<file path="config.mk">
export PLATFORM = sky130hd
export DESIGN_NAME = rv0_wb_arb
export DESIGN_NICKNAME = d
export VERILOG_FILES = /design/src/rtl/rv0_wb_arb.sv
export SDC_FILE = /design/constraint.sdc
export NUM_CORES = 1
export LEC_CHECK = 0
export ABC_CLOCK_PERIOD_IN_PS = 7250
export CAP_MARGIN = 25
export CORE_UTILIZATION = 40
export CTS_CLUSTER_DIAMETER = 40
export CTS_CLUSTER_SIZE = 8
export DETAILED_ROUTE_END_ITERATION = 7
export GPL_ROUTABILITY_DRIVEN = 0
export PLACE_DENSITY = 0.79
export SLEW_MARGIN = 15
export SYNTH_ARGS = -nofsm -noshare
export SYNTH_HDL_FRONTEND = slang
export SYNTH_SLANG_ARGS = --single-unit
</file>
<file path="constraint.sdc">
create_clock -name clk_i -period 7.25 [get_ports clk_i]
set_input_delay 1.45 -clock clk_i [delete_from_list [all_inputs] [get_ports clk_i]]
set_output_delay 1.45 -clock clk_i [all_outputs]
set_load 0.05 [all_outputs]
</file>
<file path="src/rtl/rv0_wb_arb.sv">
// Integer register write-back arbiter: round-robin selection among REQ_CNT result
// sources, winning result registered onto the register file write port.
module rv0_wb_arb #(
    parameter int unsigned XLEN    = 32,
    parameter int unsigned REQ_CNT = 4,
    parameter int unsigned REG_AW  = 5
) (
    input  logic                      clk_i,
    input  logic                      rst_ni,
    input  logic                      flush_i,
    input  logic [REQ_CNT-1:0]        req_vld_i,
    input  logic [REQ_CNT*REG_AW-1:0] req_waddr_i,
    input  logic [REQ_CNT*XLEN-1:0]   req_wdata_i,
    output logic [REQ_CNT-1:0]        req_rdy_o,
    output logic                      we_o,
    output logic [REG_AW-1:0]         waddr_o,
    output logic [XLEN-1:0]           wdata_o,
    output logic [REQ_CNT*16-1:0]     gnt_cnt_o
);

    localparam int unsigned     PtrW    = (REQ_CNT > 1) ? $clog2(REQ_CNT) : 1;
    localparam logic [PtrW-1:0] LastIdx = PtrW'(REQ_CNT - 1);

    logic [PtrW-1:0]   ptr_q, ptr_d;
    logic [PtrW-1:0]   win_idx;
    logic              win_found;
    logic [REQ_CNT-1:0] gnt;
    logic              xfer;
    logic [REG_AW-1:0] sel_waddr;
    logic [XLEN-1:0]   sel_wdata;

    logic              we_q, we_d;
    logic [REG_AW-1:0] waddr_q, waddr_d;
    logic [XLEN-1:0]   wdata_q, wdata_d;
    logic [15:0]       cnt_q [REQ_CNT];
    logic [15:0]       cnt_d [REQ_CNT];

    // Round-robin search: first valid index starting at ptr_q, wrapping modulo REQ_CNT.
    always_comb begin
        int unsigned     idx;
        logic [PtrW-1:0] cand;
        idx       = 0;
        cand      = '0;
        win_idx   = '0;
        win_found = 1'b0;
        for (int unsigned k = 0; k < REQ_CNT; k++) begin
            idx  = (32'(ptr_q) + k) % REQ_CNT;
            cand = idx[PtrW-1:0];
            if (!win_found && req_vld_i[cand]) begin
                win_found = 1'b1;
                win_idx   = cand;
            end
        end
    end

    // Grant is suppressed during reset and flush; flush outranks any request.
    always_comb begin
        gnt = '0;
        if (rst_ni && !flush_i && win_found) begin
            gnt[win_idx] = 1'b1;
        end
    end

    assign req_rdy_o = gnt;
    assign xfer      = |gnt;

    // Winner's address/data mux.
    always_comb begin
        sel_waddr = '0;
        sel_wdata = '0;
        for (int unsigned i = 0; i < REQ_CNT; i++) begin
            if (gnt[i]) begin
                sel_waddr = req_waddr_i[i*REG_AW +: REG_AW];
                sel_wdata = req_wdata_i[i*XLEN +: XLEN];
            end
        end
    end

    // Next-state: pointer, output register and grant counters.
    always_comb begin
        ptr_d   = ptr_q;
        we_d    = 1'b0;
        waddr_d = waddr_q;
        wdata_d = wdata_q;
        if (flush_i) begin
            ptr_d = '0;
        end else if (xfer) begin
            ptr_d   = (win_idx == LastIdx) ? '0 : win_idx + PtrW'(1);
            // x0 writes consume the grant but never assert the write enable
            we_d    = |sel_waddr;
            waddr_d = sel_waddr;
            wdata_d = sel_wdata;
        end
        for (int unsigned i = 0; i < REQ_CNT; i++) begin
            cnt_d[i] = cnt_q[i] + (gnt[i] ? 16'd1 : 16'd0);
        end
    end

    // State registers with synchronous active-low reset.
    always_ff @(posedge clk_i) begin
        if (!rst_ni) begin
            ptr_q   <= '0;
            we_q    <= 1'b0;
            waddr_q <= '0;
            wdata_q <= '0;
            for (int unsigned i = 0; i < REQ_CNT; i++) begin
                cnt_q[i] <= 16'd0;
            end
        end else begin
            ptr_q   <= ptr_d;
            we_q    <= we_d;
            waddr_q <= waddr_d;
            wdata_q <= wdata_d;
            for (int unsigned i = 0; i < REQ_CNT; i++) begin
                cnt_q[i] <= cnt_d[i];
            end
        end
    end

    assign we_o    = we_q;
    assign waddr_o = waddr_q;
    assign wdata_o = wdata_q;

    for (genvar g = 0; g < REQ_CNT; g++) begin : g_cnt_out
        assign gnt_cnt_o[g*16 +: 16] = cnt_q[g];
    end

endmodule

</file>
After elaboration in Yosys (flattened, before gate mapping)
Memories as Yosys holds them, arrays and structs flattened.
Cells that the tools add are included.
Word-level totals
  output and inout port bits: 106
  bits of input ports: 155
  logic and storage cells: 80
  memory bits (writable): 64
  memories: 1
  flip-flop bits (word level): 40
Operators by class
  add/subtract/negate cells: 8
  reductions and logical operators: 15
  order comparisons: 6
  multiplexer cells: 38
  eq/ne operators: 1
  bitwise operators: 7
Memory list
  cnt_q: depth 4, bits a word 16, rd ports 4, clocked after memory_dff 0, wr ports 4, RTL line 35  | logic [15:0] cnt_q [REQ_CNT];
Operators with widths (number)
  32-bit 2-to-1 mux: 4
  16-bit by 1-bit adder with 16-bit output: 4
  16-bit 2-to-1 mux: 4
  5-bit 2-to-1 mux: 4
  2-bit by 3-bit less-than comparator with 1-bit output (second input constant): 5
  1-bit 2-to-1 mux: 15
  2-bit 2-to-1 mux: 5
  1-bit binary-select mux with 2-bit select: 4
  1-bit logical AND: 6
  5-bit OR reduction: 1
  2-bit by 1-bit adder with 2-bit output (second input constant): 2
  2-bit adder (second input constant): 2
  1-bit logical NOT: 4
  4-bit 2-to-1 mux: 1
  1-bit OR: 4
  4-bit OR reduction: 1
  1-bit inverter: 3
  3-bit OR reduction: 1
  1-bit demux with 2-bit select: 1
  2-bit equality test (second input constant): 1
  2-bit by 1-bit >= comparator with 1-bit output (second input constant): 1
  2-bit AND reduction: 1
  2-bit OR reduction: 1

Longest topological paths before layout
Gate-level depths: netlist (run 1).
  depth in word-level cells: 22
  depth in mapped cells: 15
  depth with buffers taken out: 12

Worst setup path before layout (run 1)
Ideal clock, no wire load.
  path type: input to output
  start point: input port req_vld_i[2]
  end point: output port req_rdy_o[1]
  cell stages on the path: 8
  arrival: 3377 ps
  path buffers: 3
  setup slack: 2423 ps
  cells stage by stage: inv_1 > o22ai_1 > a211oi_1 > ha_1 > clkbuf_1 > buf_2 > buf_2 > and2_1
On the way
  cells in the longest elaborated chain, start to end: 17
  elaborated cells between the ends (all ways): 29
  classes of those cells: order compare: 2; mux: 19; reduce/logical: 8
RTL lines
  from (decl): RTL line 11  | input logic [REQ_CNT-1:0] req_vld_i,
  1-bit binary-select mux with 2-bit select: RTL line 49  | if (!win_found && req_vld_i[cand]) begin
  1-bit 2-to-1 mux (implied by the code): RTL line 49
  1-bit 2-to-1 mux: RTL line 49
  1-bit logical NOT: RTL line 49
  1-bit logical AND: RTL line 49
  1-bit 2-to-1 mux: RTL line 49
  1-bit logical NOT: RTL line 49
  1-bit logical AND: RTL line 49
  1-bit 2-to-1 mux: RTL line 49
  1-bit logical NOT: RTL line 49
  1-bit logical AND: RTL line 49
  2-bit 2-to-1 mux: RTL line 49
  2-bit by 3-bit less-than comparator with 1-bit output (implied by the code) / 2-bit by 1-bit >= comparator with 1-bit output (equally long branches): RTL line 60  | gnt[win_idx] = 1'b1;
  1-bit logical AND (implied by the code): RTL line 60
  1-bit 2-to-1 mux (implied by the code): RTL line 60
  1-bit demux with 2-bit select: RTL line 60
  4-bit 2-to-1 mux (*): RTL line 59  | if (rst_ni && !flush_i && win_found) begin
  to (decl): RTL line 14  | output logic [REQ_CNT-1:0] req_rdy_o,
Mark *: on every way between the ends. The rest lies on a longest branch, timed or not. The select of a mux whose other input is x is not followed.

Worst setup path in the final report (run 1)
  start point: input port req_vld_i[1]
  end point: output port req_rdy_o[2]
The elaborated chain is that of the path after synthesis.

==> results of run 1 <==
-- sequential cells by signal, indices dropped and copies added, names as in the netlist --
| name | count |
|---|---|
| wdata_o | 32 |
| we_o | 1 |
| waddr_o | 5 |
| cnt_q | 64 |
| ptr_q | 2 |
-- worst register-to-register path, cell delays in order (launching register included) --
cell      delay (ps)
dfxtp_1          370
nand2b_1         140
a21oi_1           60
a211oi_1         550
ha_2             300
buf_4            610
nor4_1           230
nor3_4           320
buf_4            570
o21ai_0          200
a31oi_1          180
-- cells in the final DEF, fill, tap and decap left out, types with 2 or more instances in the layout --
cell,synthesis,layout
ha_1,12,8
clkdlybuf4s50_1,0,259
a211o_1,32,32
a31oi_1,32,32
dfxtp_1,104,104
ha_2,0,4
clkbuf_16,0,9
a211oi_1,2,2
or4_1,2,2
a221oi_1,33,33
clkbuf_8,0,3
nand2b_1,8,8
nor3b_1,2,2
and2_1,20,20
nor3_1,2,2
and4_1,5,5
nand3_1,17,17
and3_1,7,7
or3_1,17,17
nor2_1,43,43
nand4_1,19,19
nand2_1,62,62
o31ai_1,2,2
a21oi_1,25,25
inv_1,38,38
buf_4,0,6
xor2_1,29,29
nor2b_1,37,37
xnor2_1,9,9
o211ai_1,4,4
o21ai_0,50,50
nor4_1,5,5
-- power groups by stage --
stage	Clock, µW	Combinational, µW	Sequential, µW
floorplan	0	137	678
global placement	0	357	612
detailed placement	0	360	613
CTS	538	361	600
global route	570	383	602
finish	527	359	600
-- cell families (layout without fill, tap and decap cells) --
logic type | count (synthesis) | in the layout | share of synthesized area (%)
fa+ha+maj | 12 | 12 | 2.73
simple gates | 249 | 249 | 23.8
flops | 104 | 104 | 37.9
xor+xnor | 38 | 38 | 6.06
mux | 1 | 1 | 0.182
compound gates | 186 | 186 | 22.8
buf+inv | 94 | 321 | 6.56
-- final timing paths --
path                                endpoint  slack [ps]  cells after the start
worst max-delay path            req_rdy_o[2]        1360                      9
worst max register to register   wdata_o[25]        3650                     10
worst min register to register    waddr_o[0]         470                      2
worst min-delay path              waddr_o[0]         470                      2
-- cell type report --
| cell class | instances | area (µm²) |
|---|---|---|
| Fill cell | 1185 | 4810 |
| Multi-Input combinational cell | 486 | 3070 |
| Timing Repair Buffer | 266 | 2640 |
| Sequential cell | 104 | 2080 |
| Clock buffer | 12 | 267 |
| Tap cell | 176 | 220 |
| Inverter | 39 | 146 |
| Clock inverter | 4 | 57.6 |
-- Yosys cell counts (2+ instances only) --
cell type / instances
a31oi_1: 32
clkbuf_1: 46
a21oi_1: 25
buf_1: 3
ha_1: 12
buf_2: 6
and2_1: 20
nor2b_1: 37
nand2_1: 62
a211o_1: 32
or3_1: 17
o31ai_1: 2
inv_1: 38
nor4_1: 5
nand2b_1: 8
nand4_1: 19
a211oi_1: 2
xnor2_1: 9
nor3_1: 2
xor2_1: 29
and4_1: 5
o21ai_0: 50
nor2_1: 43
dfxtp_1: 104
o211ai_1: 4
nand3_1: 17
or4_1: 2
and3_1: 7
nor3b_1: 2
a221oi_1: 33
-- routing by layer --
layer | vias up | wire length [µm] | GRT usage, %
met5 | - | 0 | 0
met4 | 0 | 367 | 8.78
met3 | 27 | 1320 | 5.80
met2 | 220 | 8220 | 39.2
met1 | 2675 | 7190 | 30.1
li1 | 2881 | - | -
-- through the flow --
| stage | total power, µW | hold slack [ps] | cells | worst slack [ps] |
|---|---|---|---|---|
| detailed placement | 972 | 464 | 1071 | 1390 |
| finish | 1490 | 473 | 1087 | 1360 |
| floorplan | 815 | 499 | 684 | 2420 |
| CTS | 1500 | 476 | 1087 | 1390 |
| global route | 1560 | 499 | 1087 | 1260 |
| global placement | 969 | 458 | 1071 | 1470 |
==> impl_metrics.toml, run 1 <==
[detailed_routing]
drc = 0
via_per_inst = 5.34
drtPass1Iterations = 6
drt_iter0_markers = 371
antenna_left = 0
num_vias = 5803
routed_wl_um = 17100
post_drt_wl_per_cell_um = 15.7

[clock_network]
clock-sinks = 104
cts_root_buf = "clkbuf_16"
post_cts_buffers = 0
cts.hold.buffers_added = 0
htree_num_levels = 3
max-clock-path-buffers = 2
tritoncts = "yes"
insertion_delay_ps = 340
clk_pin_slew_worst_paths_ps = 70
cts_resized = 0
cts-buffers-inserted = 9

[sta]
post-route-period-util_pct = 81.2
worst_pin_slew_ps = 890
grt_setup_unrepaired = "false"
fmax_ghz = 0.170
setup-tns-final_ps = 0
final-hold-violation-count = 0
max_slew_margin_pct = 40.1
finalCriticalPeriod_ps = 5890
setup_viol = 0
slew_violations = 0
fin_worst_skew_ps = 6.01

[hold_path]
hold_path_class = "reg -> reg"
hp-start = "waddr_o[0]"

[global_route]
grt_util_all_layers_pct = 23.9
grt_overflow = 0
grt_pass1_wl_um = 26800
grt_antenna_before_repair = 0
grt_max_degree = 77
grt_pass1_vias = 5219

[placement]
dpl_cell_area_um2 = 8160
dp_hpwl_um = 12200
numPortBuffers = 260

[critical_path]
critPathArrivalTime_ps = 4440
cp.required_ps = 5800
slowest_delay_ps = 700
end_kind = "output port"
crit_start = "req_vld_i[1]"
path_delay_family = "buffers and inverters"
start_kind = "input pin"
cpMostUsedCell = "clkdlybuf4s50_1"
worstReg2RegStart = "ptr_q[0]"
cpMaxStageDelayCell = "clkdlybuf4s50_1"
crit_type = "in -> out"
crit_path_max_fanout = 73
critPathBufInv = 4
path_cells = "clkdlybuf4s50_1 > nand2b_1 > a21oi_1 > a211oi_1 > inv_1 > ha_2 > buf_4 > and2_1 > clkdlybuf4s50_1"

[synthesis]
avgSynthCellArea_um2 = 8.03
ys_ff_latch = 104
synth_top_area_share_pct = 37.9
synth_area_leaders = "dfxtp_1, a221oi_1, a211o_1"
synth_edf_count = 0
seq_area_frac_synth_pct = 37.9
synth-main-ff-cell = "dfxtp_1"
synthArstFlopShare_pct = 0
synth_top_area_cell = "dfxtp_1"
syn_nets = 851
yosysUniqueCellTypes = 41
yosys_warnings = 0
synth_cells = 684
syn_area_um2 = 5500

[power]
leakagePower_uw = 0.00315
vdd_drop_max_mv = 0.103
seqPwrFrac_pct = 40.4
swShare_pct = 28.7
comb_power_share_pct = 24.2
switching_power_uw = 426
powerDensity_nw_per_um2 = 175
internal_power_uw = 1060
pwr-share-clk_pct = 35.5

[cells_and_area]
layout-drive-gt1-share_pct = 3.18
area_delta_synth_final_pct = 54.4
final_util_pct = 63.8
fin_nets = 1073
design_area_um2 = 8480
antennaDiodeCount = 0

[die]
die_area_um2 = 14200
core_um2 = 13300
start_util_pct = 41.3
pin_count = 261
die_x_um = 119
die_h_um = 119
rows = 42

[flow_run]
maxCapViolCount = 0

[run_status]
status = "complete, no violations"
No activity file was read; power rests on OpenSTA's default activity.
==> run 2, diff against run 1 <==
Settings changed: ABC_CLOCK_PERIOD_IN_PS 7250 to 5600.
Clock period 7.25 ns to 5.6 ns, I/O delays scaled along.
==> impl_metrics.toml, run 2 (synthesized netlist as in run 1, its figures left out) <==
[sta]
finalCriticalPeriod_ps = 4850
final-hold-violation-count = 0
layout_setup_ws_ps = 747
setup_viol = 0
slew_violations = 0
max_slew_margin_pct = 49.4
setup-tns-final_ps = 0
fmax_ghz = 0.206
worst_pin_slew_ps = 759
post-route-period-util_pct = 86.7
grt_setup_unrepaired = "false"
fin_worst_skew_ps = 8.96

[placement]
numPortBuffers = 260
dp_hpwl_um = 12500
pre_cts_ws_ps = 736

[global_route]
grt_max_degree = 77
grt_util_all_layers_pct = 24.4
grt_overflow = 0
grt_antenna_before_repair = 0
grt_pass1_wl_um = 27400
grt_pass1_vias = 5433

[critical_path]
rr_worst_depth = 10
crit_type = "in -> out"
rrSetupSlack_ps = 2180
crit_path_max_fanout = 5
end_kind = "output port"
worstReg2RegStart = "ptr_q[0]"
r2r-end = "wdata_o[29]"
cp.required_ps = 4480
critPathArrivalTime_ps = 3730
start_kind = "input pin"

[clock_network]
cts_root_buf = "clkbuf_16"
cts-buffers-inserted = 9
clock-sinks = 104
htree_num_levels = 3
tritoncts = "yes"
cts_resized = 0
post_cts_buffers = 0
clk_pin_slew_worst_paths_ps = 70
max-clock-path-buffers = 2
insertion_delay_ps = 350
cts.hold.buffers_added = 0

[hold_path]
hold_depth = 2
hp-start = "waddr_o[0]"
hold_path_class = "reg -> reg"
hold_end = "waddr_o[0]"

[cells_and_area]
multi_input_area_um2 = 3070
largest_reg_flops = 64
n_fill_cell = 1187
antennaDiodeCount = 0
fin_nets = 1075
layout_common_cells = "clkdlybuf4s50_1, dfxtp_1, nand2_1, o21ai_0, nor2_1"
layout_commonest_cell = "clkdlybuf4s50_1"
regMostFlops = "cnt_q"
layout-drive-gt1-share_pct = 3.29
regArea_um2 = 2080
area_delta_synth_final_pct = 54.3

[die]
core_um2 = 13300
die_area_um2 = 14200
start_util_pct = 41.3
die_x_um = 119
die_h_um = 119
pin_count = 261
rows = 42

[detailed_routing]
drc = 0
num_vias = 5768
antenna_left = 0
post_drt_wl_per_cell_um = 15.8
drt_iter0_markers = 432
via_per_inst = 5.30
routed_wl_um = 17200
drtPass1Iterations = 5

[power]
leakagePower_uw = 0.00315
powerDensity_nw_per_um2 = 224
vdd_drop_max_mv = 0.128

[run_status]
status = "complete, no violations"

[flow_run]
maxCapViolCount = 0
## run 2: cell types whose count changed in the layout (fill, tap and decap cells not counted), sizes merged
| cell | change |
|---|---|
| clkbuf | -1 |
| clkinv | +1 |
| buf | +2 |
## run 2: routing by layer
| layer | part of all wire (%) | GRT usage, % |
|---|---|---|
| met1 | 41 | 29.9 |
| met2 | 49 | 41.2 |
| met3 | 7.4 | 6.27 |
| met4 | 2.1 | 8.54 |
| met5 | 0 | 0 |
## run 2: worst max-delay path by stage
| stage | from | to | slack (ps) | depth (start not counted) |
|---|---|---|---|---|
| 6_report | req_vld_i[1] | req_rdy_o[3] | 750 | 7 |
| 2_1_floorplan | req_vld_i[2] | cnt_q[1][15] | 1270 | 14 |
| 4_1_cts | req_vld_i[1] | req_rdy_o[3] | 730 | 7 |
| 3_5_place_dp | req_vld_i[1] | req_rdy_o[3] | 740 | 7 |
| 3_3_place_gp | req_vld_i[1] | req_rdy_o[3] | 750 | 7 |
| 5_1_grt | req_vld_i[1] | req_rdy_o[3] | 650 | 7 |
## run 2: layout make-up
type	instances	area share, %
multi-input cells	486	36.2
repair buffers	268	31.3
flip-flops and latches	104	24.6
clock buffers	11	2.86
well taps	176	2.60
inverters	39	1.73
clock inverters	5	0.738
## run 2: critical path: stages
cell,delay [ps]
clkdlybuf4s50_1,540
nand2b_1,120
a21oi_1,60
a211oi_1,590
ha_2,300
and2_1,180
clkdlybuf4s50_1,820
## run 2: where the power goes
group | switching [µW] | total (µW) | internal, µW | leakage, µW
Sequential | 12.7 | 777 | 764 | 0.000844
Clock | 292 | 655 | 363 | 0.000148
Combinational | 246 | 466 | 220 | 0.00216
Total | 550 | 1900 | 1350 | 0.00315
## run 2: stage by stage
stage	total power [µW]	util, %	cells	cell area, µm²	hold WS [ps]
3_5_place_dp	1260	61.5	1073	8180	463
3_3_place_gp	1260	61.5	1073	8180	459
4_1_cts	1910	63.8	1089	8480	475
2_1_floorplan	1060	-	684	5500	499
5_1_grt	1980	63.8	1089	8480	508
6_report	1900	63.8	1089	8480	473
==> RTL change, RTL diff (flow settings as in run 2) <==
Make the reset (`rst_ni`) asynchronous in one clocked block. Comments in the files are not updated.
--- a/src/rtl/rv0_wb_arb.sv
+++ b/src/rtl/rv0_wb_arb.sv
@@ -97,7 +97,7 @@
     end
 
     // State registers with synchronous active-low reset.
-    always_ff @(posedge clk_i) begin
+    always_ff @(posedge clk_i or negedge rst_ni) begin
         if (!rst_ni) begin
             ptr_q   <= '0;
             we_q    <= 1'b0;
Formal check against the unedited RTL: differs if rst_ni is asserted again (counterexample within 4 cycles, from zero or initial values and one cycle with rst_ni low); with rst_ni held inactive, the same outputs for 4 cycles.
==> RTL change against run 2 <==
- largest cell class is now buffers
- design area shrank 0.59%
- synthesized area shrank 1.8%
- highest routed layer unchanged
- setup slack gained 0.13 ns
- fmax grew 2.7%
- critical endpoint is now req_rdy_o[0]
- hold slack lost 0.0042 ns
- wire length shrank 6.7%
- sequential cell count is the same
Power is not compared: it rests on default switching activity, and its combinational part moved more than twofold at a synthesized area within 25%.
==> RTL change: results (changes against run 2) <==
nets@finish 956 (-11%); post-synthesis cell type count 40 (-2.4%); status completed; R2R Setup Slk 2.22 ns (+0.04 ns); drt via density 5.31 (+0.30%); hold_ws 0.469 ns (-0.00420 ns); vias in the first global route 5201 (-4.3%); DR WL/cell 16.5 um (+4.7%); Setup WS pre-CTS 0.871 ns (+0.135 ns); Worst Hold End gnt_cnt_o[31]; ratio of cells with drive above 1 in the final layout 7.81% (+4.5 points); Synth area leaders dfrtp_1, xnor2_1, a21oi_1, a221o_1, nand3_1; register area share after synthesis 48.2% (+10 points); period utilisation layout 84.4% (-2.3 points); initial DRC count 228 (-47%); first-pass GRT wire length 25.7 mm (-6.4%); Clock Skew 0.00731 ns (-0.00166 ns); placed insts 954 (-11%); fin cells 970 (-11%); Worst Path Arrival 3.60 ns (-0.13 ns); worst hold stages 1 (-1); syn_nets 710 (-17%); post-synthesis cell count 543 (-21%); Pre-antenna DRT Iters 4 (-1); DP HPWL 12.2 mm (-2.5%); reg-to-reg endpoint ptr_q[0]; relative max-transition margin 41.4% (-8.0 points); GRT Util Overall 23.3% (-1.1 points); Post-synth top cells dfrtp_1, a21oi_1, nand3_1; critical path endpoint req_rdy_o[0]; R2R Path Start ptr_q[0]; CTS Buf Count 9 (unchanged); Post-synth ARST share 100% (+100 points); DP Area 8140 um2 (-0.44%); Min-Delay Startpoint gnt_cnt_o[31]
## RTL change: cell types whose count changed after synthesis, moves of 34 or more
cell | before | now
a21oi_1 | 25 | 67
nand3_1 | 17 | 52
dfxtp_1 | 104 | 0
o21ai_0 | 50 | 3
nor2b_1 | 37 | 3
dfrtp_1 | 0 | 104
## RTL change: power by group through the flow
stage / combinational, uW / clock, uW / sequential (uW)
after detailed placement: 1810 / 0 / 1110
final: 1800 / 614 / 1100
after global routing: 1900 / 662 / 1120
after floorplan: 506 / 0 / 1740
after global placement: 1790 / 0 / 1100
after CTS: 1820 / 629 / 1100
## RTL change: critical path: stages
cell and delay (ns):
clkdlybuf4s50_1 0.53, nand2b_1 0.12, a21oi_1 0.07, a211oi_1 0.46, inv_1 0.14, ha_1 0.26
and3_1 0.18, clkdlybuf4s50_1 0.70
## RTL change: per-layer routing
metal  share of wire, %  vias to the layer above  track usage [%]
li1                   -                     2437                -
met1                 41                     2472             28.0
met2                 50                      212             40.7
met3                6.3                       32             5.16
met4                2.9                        0             8.41
met5                  0                        -                0
## RTL change: logic make-up (layout without fill, tap and decap cells)
group | after synthesis | in the layout | share of synthesized area (%)
AOI/OAI and AO/OA | 117 | 117 | 14.6
xor gates and xnor gates | 56 | 56 | 9.08
adders and majority gates | 12 | 12 | 2.78
buffers and inverters | 40 | 291 | 3.48
DFF | 104 | 104 | 48.2
and+or+nand+nor | 214 | 214 | 21.9
## RTL change: area by class of cell
cell class                      count  area (um2)
Inverter                            8        30.0
Clock inverter                      6        52.6
Fill cell                        1081        4760
Clock buffer                       10         239
Timing Repair Buffer              267        2670
Tap cell                          176         220
Multi-Input combinational cell    399        2610
Sequential cell                   104        2600
